## config.mk

```make
export PLATFORM = sky130hd
export DESIGN_NAME = lc3_ir_field_stage
export DESIGN_NICKNAME = d
export VERILOG_FILES = /design/src/rtl/lc3_ir_field_stage.sv
export SDC_FILE = /design/constraint.sdc
export NUM_CORES = 1
export LEC_CHECK = 0
export ABC_CLOCK_PERIOD_IN_PS = 1900
export CAP_MARGIN = 5
export CORE_AREA = 3 3 110 112
export CTS_BUF_LIST = sky130_fd_sc_hd__clkbuf_4 sky130_fd_sc_hd__clkbuf_8
export DETAILED_ROUTE_END_ITERATION = 6
export DIE_AREA = 0 0 113 115
export PLACE_DENSITY_LB_ADDON = 0.08
export SETUP_SLACK_MARGIN = 0.2
export SYNTH_ARGS = -nofsm -noshare
export SYNTH_HDL_FRONTEND = slang
export SYNTH_SLANG_ARGS = --single-unit
export TNS_END_PERCENT = 50
```

## constraint.sdc

```tcl
create_clock -name clk -period 1.9 [get_ports clk]
set_clock_uncertainty 0.15 [all_clocks]
set_input_delay 0.57 -clock clk [delete_from_list [all_inputs] [get_ports clk]]
set_output_delay 0.57 -clock clk [all_outputs]
set_load 0.02 [all_outputs]
```

## src/rtl/lc3_ir_field_stage.sv

```systemverilog
// lc3_ir_field_stage: LC-3 IR stage with 2-entry skid buffer, raw field slices and retired-word counter.
// Optional LC3_IR_ILLEGAL_EN flags the reserved opcode 4'b1101 on the head word.
module lc3_ir_field_stage #(
    parameter logic [15:0] IR_RST = 16'h0000,
    parameter int          CNT_W  = 16
) (
    input  logic             clk,
    input  logic             rst,
    input  logic             flush,
    input  logic             mem_valid,
    output logic             mem_ready,
    input  logic [15:0]      mem_data,
    output logic             dec_valid,
    input  logic             dec_ready,
    output logic [15:0]      ir,
    output logic [3:0]       opcode,
    output logic [2:0]       dr,
    output logic [2:0]       sr1,
    output logic [2:0]       sr2,
    output logic             imm_flag,
    output logic [4:0]       imm5,
    output logic [5:0]       offset6,
    output logic [8:0]       pcoff9,
    output logic [10:0]      pcoff11,
    output logic [7:0]       trapvect8,
    output logic [CNT_W-1:0] inst_count,
    output logic             illegal
);
    logic             r_head_valid;
    logic             r_skid_valid;
    logic [15:0]      r_head;
    logic [15:0]      r_skid;
    logic [CNT_W-1:0] r_count;
    logic             w_accept;
    logic             w_pop;

    // mem_ready depends only on registered state, flush and rst, never on the handshake inputs
    assign mem_ready = !r_skid_valid && !flush && !rst;
    assign dec_valid = r_head_valid;
    assign w_accept  = mem_valid && mem_ready;
    assign w_pop     = r_head_valid && dec_ready;

    always_ff @(posedge clk or posedge rst) begin
        if (rst) begin
            r_head_valid <= 1'b0;
            r_skid_valid <= 1'b0;
            r_head       <= IR_RST;
            r_skid       <= 16'h0000;
            r_count      <= '0;
        end else begin
            if (w_pop)
                r_count <= r_count + {{(CNT_W-1){1'b0}}, 1'b1};
            if (flush) begin
                r_head_valid <= 1'b0;
                r_skid_valid <= 1'b0;
                r_head       <= IR_RST;
            end else if (!r_head_valid) begin
                if (w_accept) begin
                    r_head_valid <= 1'b1;
                    r_head       <= mem_data;
                end
            end else if (!r_skid_valid) begin
                if (w_accept && !w_pop) begin
                    r_skid_valid <= 1'b1;
                    r_skid       <= mem_data;
                end else if (w_accept) begin
                    r_head <= mem_data;
                end else if (w_pop) begin
                    r_head_valid <= 1'b0;
                end
            end else if (w_pop) begin
                r_head       <= r_skid;
                r_skid_valid <= 1'b0;
            end
        end
    end

    assign ir         = r_head;
    assign inst_count = r_count;
    assign opcode     = r_head[15:12];
    assign dr         = r_head[11:9];
    assign sr1        = r_head[8:6];
    assign sr2        = r_head[2:0];
    assign imm_flag   = r_head[5];
    assign imm5       = r_head[4:0];
    assign offset6    = r_head[5:0];
    assign pcoff9     = r_head[8:0];
    assign pcoff11    = r_head[10:0];
    assign trapvect8  = r_head[7:0];

`ifdef LC3_IR_ILLEGAL_EN
    assign illegal = r_head_valid && (r_head[15:12] == 4'b1101);
`else
    assign illegal = 1'b0;
`endif
endmodule

```

Word-level counts from Yosys, hierarchy flattened
Cells that the tools add are included.

word-level totals
  register bits = 50
  input bits = 21
  output and inout port bits = 88

cells by class
  $add $sub $neg = 1
  eq/ne operators = 2
  mux-type cells = 17
  bitwise logic cells = 2
  reductions and logical operators = 12

operator list
  kind                                                             count
  16-bit 2-to-1 mux                                                6
  16-bit by 1-bit adder with 16-bit output, second input constant  1
  1-bit 2-to-1 mux                                                 11
  1-bit logical AND                                                5
  1-bit logical NOT                                                4
  4-bit by 3-bit != test with 1-bit output, second input constant  1
  4-bit != test, second input constant                             1
  4-bit AND reduction                                              1
  1-bit inverter                                                   2
  2-bit AND reduction                                              1
  2-bit nonzero test                                               1

Longest topological paths before layout
  word-level depth = 9
  depth in mapped cells = 7

Least setup slack after synthesis
OpenSTA, ideal clock, no wires.

  kind = input -> register
  start point = input flush
  end point = register r_head[5] (netlist: ir[5])
  arrival = 1643 ps
  slack = -14 ps
  stages on the path = 6
  cell sequence = or4b_4 > buf_6 > buf_8 > nand2_1 > a31oi_1 > a22o_1

on the way
  longest elaborated chain between the ends = 9
  elaborated cells on any way between the ends = 13
  those cells by class = 2 x eq/ne; 5 x mux; 6 x reduce/logical

RTL lines
  item                             line  RTL
  start: declaration               9     input logic flush,
  1-bit logical NOT                38    assign mem_ready = !r_skid_valid && !flush && !rst;
  1-bit logical AND (2 in series)  38
  1-bit logical AND                40    assign w_accept = mem_valid && mem_ready;
  16-bit 2-to-1 mux (4 in series)  n/a
  16-bit 2-to-1 mux                53    if (flush) begin
  end signal: assignment           60    r_head <= mem_data;
  end signal: assignment           67    r_head <= mem_data;
  end signal: assignment           72    r_head <= r_skid;
  end: declaration                 31    logic [15:0] r_head;

Several ways; a longest one is shown, not always the timed one. The select of a mux whose other input is x is not followed.
A chain may end at the register's enable or synchronous reset.

Worst setup path after layout
  start point = register r_count[3] (netlist: inst_count[3])
  end point = output inst_count[3]

RTL lines
  item                      line  RTL
  start: declaration        33    logic [CNT_W-1:0] r_count;
  start signal: assignment  52    r_count <= r_count + {{(CNT_W-1){1'b0}}, 1'b1};
  end: declaration          26    output logic [CNT_W-1:0] inst_count,

No word-level cell between the ends.

==> qor.yml <==
yosysSeqAreaShare_pct: 44.8
cts_max_level: 2
ys_types: 31
clkPwrFrac_pct: 29.4
clockBufferDepth: 2
n_antenna_cell: 0
wire_per_inst_um: 14.6
p_comb_share_pct: 24.1
die_area_um2: 13000
switching_share_pct: 29.0
finalCritPeriodShare_pct: 93.3
core-area_um2: 11300
syn_area_per_cell_um2: 10.3
die_w_um: 113
fill_cells: 1210
yosysTopAreaCellShare_pct: 44.8
synth_nets: 293
min_path_type: "in2async"
grt_max_degree: 38
fin_tns_setup_ns: 0
hold_violations: 0
syn_area_um2: 2790
cpMaxStageDelayCell: "dfrtp_1"
post-dp-hpwl_mm: 4.63
drcViolationCount: 0
top_layer: "met4"
dr.pass1.iters: 4
p_int_w: 0.00191
dr_total_vias: 2190
wl_met3_um: 446
cts.sinks: 50
crit_chain: "clkdlybuf4s15_1"
grt_pass1_vias: 2195
required_ns: 1.18
holdBufCountCts: 0
ys_ff_latch: 50
core.rowCount: 39
synthCells: 271
grt.total_usage_pct: 11.4
irDropWorstVdd_mv: 0.462
syn2layout_area_growth_pct: 35.8
layoutNonFillerInstCount: 506
rsz0062_at_grt: "yes"
route.layer.met1.wl_mm: 3.24
fin_nets: 385
via_per_inst: 4.33
synthTopCellsByArea: "dfrtp_1 45%, buf_4 15%, nand2_1 5.6%, mux2_4 5.4%, a22o_1 5.0%"
io-pin-count: 109
globalplace.congestion: 0.726
clock_latency_ns: 0.30
overflow: 0
slew_violations: 0
dp_cells: 480
yosysTopAreaCell: "dfrtp_1"
critical_path_peak_fanout: 4
layout_min_cycle_time_ns: 1.77
ant_nets: 0
die_y_um: 115
drv_cap: 0
p_sw_w: 0.000783
drtIter0Drc: 61
startpoint_type: "flop"
path_buf_inv: 1
slowest_delay_ns: 0.42
crit_type: "reg2out"
setup_viol: 0
yosysWarnings: 0
crit_family: "flip-flops"
critPathArrivalTime_ns: 1.05
cts_made_buffers: 5
end_kind: "primary output"
power.density_nw_per_um2: 711
antenna_found_initial: 0
root_buffer: "clkbuf_8"
drt-total-wl_mm: 7.37
layout-drive-gt1-share_pct: 46.0
power.leakage_nw: 1.97
cts_tree: "built"
start_util_pct: 24.7
status: "completed"
seqPwrFrac_pct: 46.5
portBuffers: 107
met2_length_mm: 3.61
cts.clk_slew.worst_paths_ns: 0.09
grt_pass1_wl_mm: 11.7
max_freq_ghz: 0.564
[final timing paths]
check | cells after the start | slack (ns) | from | end
worst max-delay path | 1 | 0.13 | inst_count[3]$_DFFE_PP0P_ | inst_count[3]
max in group asynchronous | 4 | 1.08 | rst | ir[5]$_DFFE_PP0P_
worst min-delay path | 4 | 0.30 | rst | ir[0]$_DFFE_PP0P_
min in group clk | 1 | 0.33 | inst_count[15]$_DFFE_PP0P_ | inst_count[15]$_DFFE_PP0P_
worst min register to register | 1 | 0.33 | inst_count[15]$_DFFE_PP0P_ | inst_count[15]$_DFFE_PP0P_
worst max register to register | 5 | 0.13 | r_skid_valid$_DFFE_PP0P_ | ir[5]$_DFFE_PP0P_
[logic make-up (layout without fill, tap and decap cells)]
| logic type | Yosys count | in the layout | synth area share, % |
|---|---|---|---|
| AO/OA/AOI/OAI | 36 | 36 | 9.32 |
| XOR/XNOR | 15 | 15 | 4.70 |
| adder cells (fa/ha/maj) | 1 | 1 | 0.448 |
| buffers and inverters | 68 | 159 | 18.3 |
| flip-flops | 50 | 50 | 44.8 |
| multiplexers | 16 | 16 | 7.80 |
| other | 1 | 1 | 0.134 |
| AND/OR/NAND/NOR | 84 | 85 | 14.5 |
[power groups by stage]
stage | logic (W) | registers [W] | clock network, W
2_1_floorplan | 0.000331 | 0.00135 | 0
3_3_place_gp | 0.000692 | 0.00128 | 0
3_5_place_dp | 0.000694 | 0.00128 | 0
4_1_cts | 0.000649 | 0.00126 | 0.000826
5_1_grt | 0.000709 | 0.00127 | 0.000882
6_report | 0.000649 | 0.00125 | 0.000792
[what timing repair did]
item,4_1_cts,5_1_grt
buffers inserted,10,7
endpoints found under the setup margin,129,91
pin swaps,39,3
gates resized for setup,293,50
cloned,1,1
[final cells by class]
class,count,area (um2),area share [%]
Tap cell,143,179,4.72
Inverter,3,15.0,0.396
Clock inverter,1,30.0,0.792
Multi-Input combinational cell,154,1080,28.4
Sequential cell,50,1260,33.3
Clock buffer,6,82.6,2.18
Timing Repair Buffer,149,1140,30.2
[Yosys cell counts (all sizes together)]
master  count
o21ai       2
conb        1
dfrtp      50
nand3       4
nand2      43
xnor2      13
and3        1
or4b        1
a21oi       2
inv         3
mux2       16
and4        2
nor3        4
nand2b      1
a22o       16
nand4       5
nor2       17
nor4b       1
ha          1
clkbuf      3
xor2        2
a31oi      16
and2        2
nor2b       2
buf        62
and2b       1
[routing by layer]
layer,up-vias,global-route usage (%)
li1,1049,-
met5,-,0
met4,0,2.64
met1,1060,14.4
met2,75,19.5
met3,6,2.89
[sequential cells by signal, indices dropped and copies added, names as in the netlist]
signal	flops
inst_count	16
ir	16
r_skid	16
dec_valid	1
r_skid_valid	1
[stage by stage]
stage	hold WS, ns	total power, W	util, %	area, um2	worst slack, ns
floorplan	0.330	0.00168	-	2800	-0.0136
global placement	0.314	0.00197	33.5	3790	-0.609
detailed placement	0.322	0.00197	33.5	3790	-0.616
CTS	0.295	0.00273	33.3	3770	0.0955
global route	0.296	0.00287	33.5	3790	0.0570
finish	0.302	0.00270	33.5	3790	0.128
[cell usage in the layout, fill, tap and decap left out, types with 3 or more instances in the layout]
| cell | count |
|---|---|
| buf_2 | 55 |
| dfrtp_1 | 41 |
| nand2_1 | 35 |
| buf_4 | 29 |
| nor2_1 | 17 |
| a31oi_1 | 16 |
| a22o_1 | 16 |
| clkdlybuf4s50_1 | 16 |
| clkbuf_2 | 15 |
| xnor2_1 | 13 |
| mux2_4 | 10 |
| dlygate4sd2_1 | 9 |
| dfrtp_2 | 9 |
| buf_6 | 8 |
| nand2_2 | 7 |
| mux2_2 | 6 |
| clkbuf_8 | 6 |
| clkdlybuf4s15_2 | 6 |
| nand4_1 | 5 |
| buf_12 | 5 |
| nand3_1 | 4 |
| clkdlybuf4s15_1 | 4 |
| nor3_1 | 3 |
Note: power is estimated with default switching activity, not from simulation.
